--- src/rtl/fetch_stage_if.sv ---
// rtl/fetch_stage_if.sv - fetch stage handshake bundle: redirect, imem request/response, decode hand-off
interface fetch_stage_if;
  logic        redirect_valid;
  logic [31:0] redirect_pc;
  logic        imem_req_valid;
  logic [31:0] imem_req_addr;
  logic        imem_req_ready;
  logic        imem_rsp_valid;
  logic [31:0] imem_rsp_data;
  logic        id_valid;
  logic        id_ready;
  logic [31:0] id_inst;
  logic [31:0] id_pc;
  logic [31:0] id_pc_4;

  modport master (
    input  redirect_valid, redirect_pc, imem_req_ready, imem_rsp_valid, imem_rsp_data, id_ready,
    output imem_req_valid, imem_req_addr, id_valid, id_inst, id_pc, id_pc_4
  );

  modport slave (
    output redirect_valid, redirect_pc, imem_req_ready, imem_rsp_valid, imem_rsp_data, id_ready,
    input  imem_req_valid, imem_req_addr, id_valid, id_inst, id_pc, id_pc_4
  );
endinterface

--- src/rtl/fetch_stage.sv ---
// rtl/fetch_stage.sv - rv32 fetch front end: PC, credit-limited imem requests, in-order fetch queue, redirect flush
module fetch_stage #(
  parameter logic [31:0] RESET_PC = 32'h0000_0000,
  parameter int          DEPTH    = 4
) (
  input  logic          clk,
  input  logic          rst,
  fetch_stage_if.master bus
);
  localparam int AW = $clog2(DEPTH);
  localparam int CW = AW + 1;
  localparam logic [CW:0] CREDITS = (CW + 1)'(DEPTH);

  logic [31:0]   pc;
  logic [31:0]   inst_q [DEPTH];
  logic [31:0]   pc_q   [DEPTH];
  logic [31:0]   pcf_q  [DEPTH];
  logic [AW-1:0] rd_ptr, wr_ptr, pcf_rd, pcf_wr;
  logic [CW-1:0] count, outstanding, drop;
  logic [CW:0]   in_use;
  logic          redirect, req_fire, rsp_fire, enq, pop;

  assign redirect = bus.redirect_valid;
  // queued entries plus in-flight requests (including ones to be dropped) share one credit pool
  assign in_use   = {1'b0, count} + {1'b0, outstanding};

  assign bus.imem_req_valid = !rst && !redirect && (in_use < CREDITS);
  assign bus.imem_req_addr  = pc;
  assign bus.id_valid       = !rst && !redirect && (count != '0);
  assign bus.id_inst        = inst_q[rd_ptr];
  assign bus.id_pc          = pc_q[rd_ptr];
  assign bus.id_pc_4        = pc_q[rd_ptr] + 32'd4;

  assign req_fire = bus.imem_req_valid && bus.imem_req_ready;
  assign rsp_fire = bus.imem_rsp_valid && (outstanding != '0);
  assign enq      = rsp_fire && (drop == '0) && !redirect;
  assign pop      = bus.id_valid && bus.id_ready;

  always_ff @(posedge clk or posedge rst) begin
    if (rst) begin
      pc          <= RESET_PC;
      rd_ptr      <= '0;
      wr_ptr      <= '0;
      pcf_rd      <= '0;
      pcf_wr      <= '0;
      count       <= '0;
      outstanding <= '0;
      drop        <= '0;
    end else begin
      if (rsp_fire) pcf_rd <= pcf_rd + AW'(1);
      if (req_fire) pcf_wr <= pcf_wr + AW'(1);

      if (req_fire && !rsp_fire)      outstanding <= outstanding + CW'(1);
      else if (!req_fire && rsp_fire) outstanding <= outstanding - CW'(1);

      if (redirect) begin
        pc     <= {bus.redirect_pc[31:2], 2'b00};
        rd_ptr <= '0;
        wr_ptr <= '0;
        count  <= '0;
        // every request still in flight after this edge belongs to the wrong path
        drop   <= outstanding - CW'(rsp_fire);
      end else begin
        if (req_fire) pc <= pc + 32'd4;
        if (rsp_fire && drop != '0) drop <= drop - CW'(1);
        if (enq) wr_ptr <= wr_ptr + AW'(1);
        if (pop) rd_ptr <= rd_ptr + AW'(1);
        if (enq && !pop)      count <= count + CW'(1);
        else if (!enq && pop) count <= count - CW'(1);
      end
    end
  end

  always_ff @(posedge clk) begin
    if (enq) begin
      inst_q[wr_ptr] <= bus.imem_rsp_data;
      pc_q[wr_ptr]   <= pcf_q[pcf_rd];
    end
    if (req_fire) pcf_q[pcf_wr] <= pc;
  end

  assert property (@(posedge clk) disable iff (rst) bus.imem_rsp_valid |-> outstanding != '0);
  assert property (@(posedge clk) disable iff (rst) enq |-> count != CW'(DEPTH));
endmodule

--- src/flat_wrapper.sv ---
// flat-port wrapper written by rule: the top's interface ports become plain ports
module fetch_stage_flat 
#(
  parameter logic [31:0] RESET_PC = 32'h0000_0000,
  parameter int          DEPTH    = 4
)
  (clk, rst, bus_redirect_valid, bus_redirect_pc, bus_imem_req_ready, bus_imem_rsp_valid, bus_imem_rsp_data, bus_id_ready, bus_imem_req_valid, bus_imem_req_addr, bus_id_valid, bus_id_inst, bus_id_pc, bus_id_pc_4);
  fetch_stage_if bus_i ();
  input  logic clk;
  input  logic rst;
  input wire logic [$bits(bus_i.redirect_valid)-1:0] bus_redirect_valid;
  input wire logic [$bits(bus_i.redirect_pc)-1:0] bus_redirect_pc;
  input wire logic [$bits(bus_i.imem_req_ready)-1:0] bus_imem_req_ready;
  input wire logic [$bits(bus_i.imem_rsp_valid)-1:0] bus_imem_rsp_valid;
  input wire logic [$bits(bus_i.imem_rsp_data)-1:0] bus_imem_rsp_data;
  input wire logic [$bits(bus_i.id_ready)-1:0] bus_id_ready;
  output wire logic [$bits(bus_i.imem_req_valid)-1:0] bus_imem_req_valid;
  output wire logic [$bits(bus_i.imem_req_addr)-1:0] bus_imem_req_addr;
  output wire logic [$bits(bus_i.id_valid)-1:0] bus_id_valid;
  output wire logic [$bits(bus_i.id_inst)-1:0] bus_id_inst;
  output wire logic [$bits(bus_i.id_pc)-1:0] bus_id_pc;
  output wire logic [$bits(bus_i.id_pc_4)-1:0] bus_id_pc_4;
  assign bus_i.redirect_valid = bus_redirect_valid;
  assign bus_i.redirect_pc = bus_redirect_pc;
  assign bus_i.imem_req_ready = bus_imem_req_ready;
  assign bus_i.imem_rsp_valid = bus_imem_rsp_valid;
  assign bus_i.imem_rsp_data = bus_imem_rsp_data;
  assign bus_i.id_ready = bus_id_ready;
  assign bus_imem_req_valid = bus_i.imem_req_valid;
  assign bus_imem_req_addr = bus_i.imem_req_addr;
  assign bus_id_valid = bus_i.id_valid;
  assign bus_id_inst = bus_i.id_inst;
  assign bus_id_pc = bus_i.id_pc;
  assign bus_id_pc_4 = bus_i.id_pc_4;
  fetch_stage #(.RESET_PC(RESET_PC), .DEPTH(DEPTH)) u_core (.clk(clk), .rst(rst), .bus(bus_i));
endmodule
--- config.mk ---
export PLATFORM = sky130hd
export DESIGN_NAME = fetch_stage_flat
export DESIGN_NICKNAME = d
export VERILOG_FILES = /design/src/rtl/fetch_stage_if.sv /design/src/rtl/fetch_stage.sv /design/src/flat_wrapper.sv
export SDC_FILE = /design/constraint.sdc
export NUM_CORES = 1
export LEC_CHECK = 0
export BUFFER_PORTS_ARGS = -buffer_cell sky130_fd_sc_hd__buf_4
export CORE_ASPECT_RATIO = 0.8
export CORE_MARGIN = 5
export CORE_UTILIZATION = 62
export DETAILED_ROUTE_END_ITERATION = 7
export MAX_ROUTING_LAYER = met4
export PLACE_DENSITY = 0.93
export SLEW_MARGIN = 20
export SYNTH_ARGS = -nofsm -noshare
export SYNTH_HDL_FRONTEND = slang
export SYNTH_SLANG_ARGS = --single-unit
--- constraint.sdc ---
create_clock -name clk -period 8.4 [get_ports clk]
set_input_delay 0.84 -clock clk [delete_from_list [all_inputs] [get_ports clk]]
set_output_delay 0.84 -clock clk [all_outputs]
set_load 0.03 [all_outputs]
==> impl_metrics.env <==
export IMPL_first_global_vias=9472
export IMPL_area_growth_pct=18.2
export IMPL_antenna_cells=0
export IMPL_setup_tns_ns=0
export IMPL_finalHoldViolCount=0
export IMPL_ys_top_cells_by_count="368 x edfxtp_1, 92 x mux4_2, 56 x nand2_1"
export IMPL_core_area_um2=26400
export IMPL_vias=9139
export IMPL_cts_sinks=415
export IMPL_finalInstanceArea_um2=19700
export IMPL_hold_ws_ns=0.471
export IMPL_end_kind="output port"
export IMPL_finalPower_mw=5.24
export IMPL_die_area_um2=30300
export IMPL_yosysMostFrequentCell="edfxtp_1"
export IMPL_overflow=0
export IMPL_post_place_ws_ns=4.01
export IMPL_synthesis_area_um2=16700
export IMPL_hp_class="in2async"
export IMPL_avgSynthCellArea_um2=18.8
export IMPL_crit_type="reg2out"
export IMPL_async_reset_ff_share_pct=11.3
export IMPL_leakage_nw=6.85
export IMPL_start_util_pct=63.2
export IMPL_hpwl_mm=22.6
export IMPL_path_max_fanout=33
export IMPL_grt_max_degree=62
export IMPL_worst_slew_pin_slew_ns=1.21
export IMPL_clock_fmax_ghz=0.207
export IMPL_cts_buffers=40
export IMPL_cts_buffer_depth=3
export IMPL_synth_edf_count=368
export IMPL_postSynthCellCount=888
export IMPL_rows=53
export IMPL_ir_drop_uv=155
export IMPL_root_buffer="clkbuf_16"
export IMPL_finalMaxSlewViolations=0
export IMPL_clkSlewWorstSetupHoldPaths_ns=0.06
export IMPL_holdBufCountCts=0
export IMPL_grt_use_total_pct=25.7
export IMPL_route_detailed_drc=0
export IMPL_arrival_ns=4.00
export IMPL_finalClockSkew_ns=0.0185
export IMPL_cts_tree="built"
export IMPL_dr_pass1_iters=5
export IMPL_wl_mm=37.3
export IMPL_power_density_nw_per_um2=265
export IMPL_fin_crit_ns=4.84
export IMPL_post_route_period_util_pct=57.6
export IMPL_htree_levels=2
export IMPL_nets=1186
export IMPL_ys_warn_count=0
export IMPL_grt_pass1_wl_mm=57.0
export IMPL_io_pins=200
export IMPL_placed_cell_area_um2=18500
export IMPL_multi_input_area_um2=4170
export IMPL_ant_nets=0
export IMPL_ys_seq_area_share_pct=73.3
export IMPL_yosysUniqueCellTypes=55
export IMPL_synthFlopType="edfxtp_1"
export IMPL_slew_headroom_pct=18.5
export IMPL_io_buffers=191
export IMPL_setup_slack_ns=3.56
export IMPL_dr_first_iter_drc_count=997
export IMPL_place_gp_congestion=0.875
export IMPL_synth_area_leaders="edfxtp_1 66%, mux4_2 12%, dfrtp_1 7.0%, xnor2_1 1.6%, ha_1 1.3%"
export IMPL_drive_gt1_share_pct=32.8
export IMPL_start_kind="register"
export IMPL_dieHeight_um=157
export IMPL_antenna_found_initial=0
export IMPL_via_per_inst=6.16
export IMPL_fillCellCount=1476
export IMPL_rsz0062_at_grt="false"
export IMPL_post_cts_buffers=0
export IMPL_cts_resized=0
export IMPL_yosys_area_top_type="edfxtp_1"
export IMPL_finalSetupViolCount=0
export IMPL_synth_seq_cells=415
export IMPL_ff_latch_area_um2=12200
export IMPL_wl_per_cell_um=25.1
export IMPL_cap_viol_max_count=0
export IMPL_insertion_delay_ns=0.53
export IMPL_synth_top_cell_area_share_pct=66.2
export IMPL_status="complete, no violations"
export IMPL_die_w_um=193
export IMPL_cp_data_required_time_ns=7.56
-- path summary, 6_finish.rpt --
check	slack [ns]	endpoint	from	depth (start not counted)
setup / recovery	3.56	bus_id_pc_4[16]	u_core.rd_ptr[0]$_DFFE_PP0P_	8
hold / removal	0.47	u_core.outstanding[1]$_DFFE_PP0P_	rst	2
setup reg to reg	4.95	u_core.bus.imem_req_addr[31]$_DFFE_PP0P_	u_core.count[1]$_DFFE_PP0P_	8
hold reg to reg	0.58	u_core.outstanding[2]$_DFFE_PP0P_	u_core.outstanding[2]$_DFFE_PP0P_	1
max in group asynchronous	7.30	u_core.rd_ptr[0]$_DFFE_PP0P_	rst	2
min in group clk	0.51	u_core.inst_q[3][11]$_DFFE_PP_	bus_imem_rsp_data[11]	1
-- state kept, by name, summed over array words and instances, names as in the netlist, 3 cells and up --
name	flops
u_core.outstanding	3
u_core.pc_q	120
u_core.pcf_q	120
u_core.inst_q	128
u_core.drop	3
u_core.count	3
u_core.bus.imem_req_addr	30
-- layout make-up --
cell class | instances | area share, %
Inverter | 23 | 0.444
Sequential cell | 415 | 62.0
Timing Repair Buffer | 202 | 7.69
Clock inverter | 15 | 0.945
Tap cell | 357 | 2.26
Multi-Input combinational cell | 415 | 21.1
Clock buffer | 57 | 5.50
-- worst max-delay path, stage by stage, from the launching register on --
cell	delay, ns
dfrtp_4	0.82
buf_4	0.68
mux4_2	0.64
ha_1	0.26
and3_1	0.31
and2b_1	0.28
nand3_1	0.11
xnor2_1	0.12
buf_4	0.18
-- cells in the final DEF, fill, tap and decap left out, types with 3 or more instances in the layout --
cell type / instances
a21oi_1: 7
a221o_1: 4
and2_1: 8
and2_2: 4
and3_1: 12
buf_4: 202
bufinv_16: 4
clkbuf_1: 15
clkbuf_16: 40
clkinv_1: 5
clkinv_2: 4
conb_1: 6
dfrtp_1: 43
dfrtp_2: 3
edfxtp_1: 368
ha_1: 17
inv_1: 21
mux4_2: 92
nand2_1: 56
nand2_2: 3
nand3_1: 26
nand3b_1: 3
nand4_1: 10
nor2_1: 32
nor2b_1: 7
nor3_2: 5
nor4_1: 4
o211ai_1: 6
o21ai_0: 24
o311ai_0: 7
or3_1: 4
xnor2_1: 31
xor2_1: 18
-- logic make-up after synthesis --
logic type | after synthesis | synth area share [%]
DFF | 415 | 73.3
other | 1 | 0.0225
and+or+nand+nor | 186 | 5.79
AOI/OAI and AO/OA | 60 | 2.35
buffers and inverters | 63 | 1.85
adders and majority gates | 19 | 1.51
muxes | 95 | 12.6
xor gates and xnor gates | 49 | 2.57
-- power by group --
part | switching [mW] | internal [mW] | leakage, nW
sequential | 0.142 | 2.46 | 3.89
combinational | 0.513 | 0.377 | 2.34
clock | 0.724 | 1.03 | 0.613
-- routing by layer --
metal  global-route usage (%)  vias to the layer above  share of wire (%)
met5                        -                        -                  0
met4                     6.81                        0                2.2
met3                     3.83                       68                7.0
met2                     43.3                      478                 52
met1                     33.7                     4673                 38
li1                         -                     3920                  -
-- through the flow --
stage	cells	utilization, %
5_1_grt	1484	74.7
6_report	1484	74.7
3_5_place_dp	1412	69.9
4_1_cts	1484	74.7
3_3_place_gp	1412	69.9
2_1_floorplan	893	-
(Power assumes the default switching activity.)
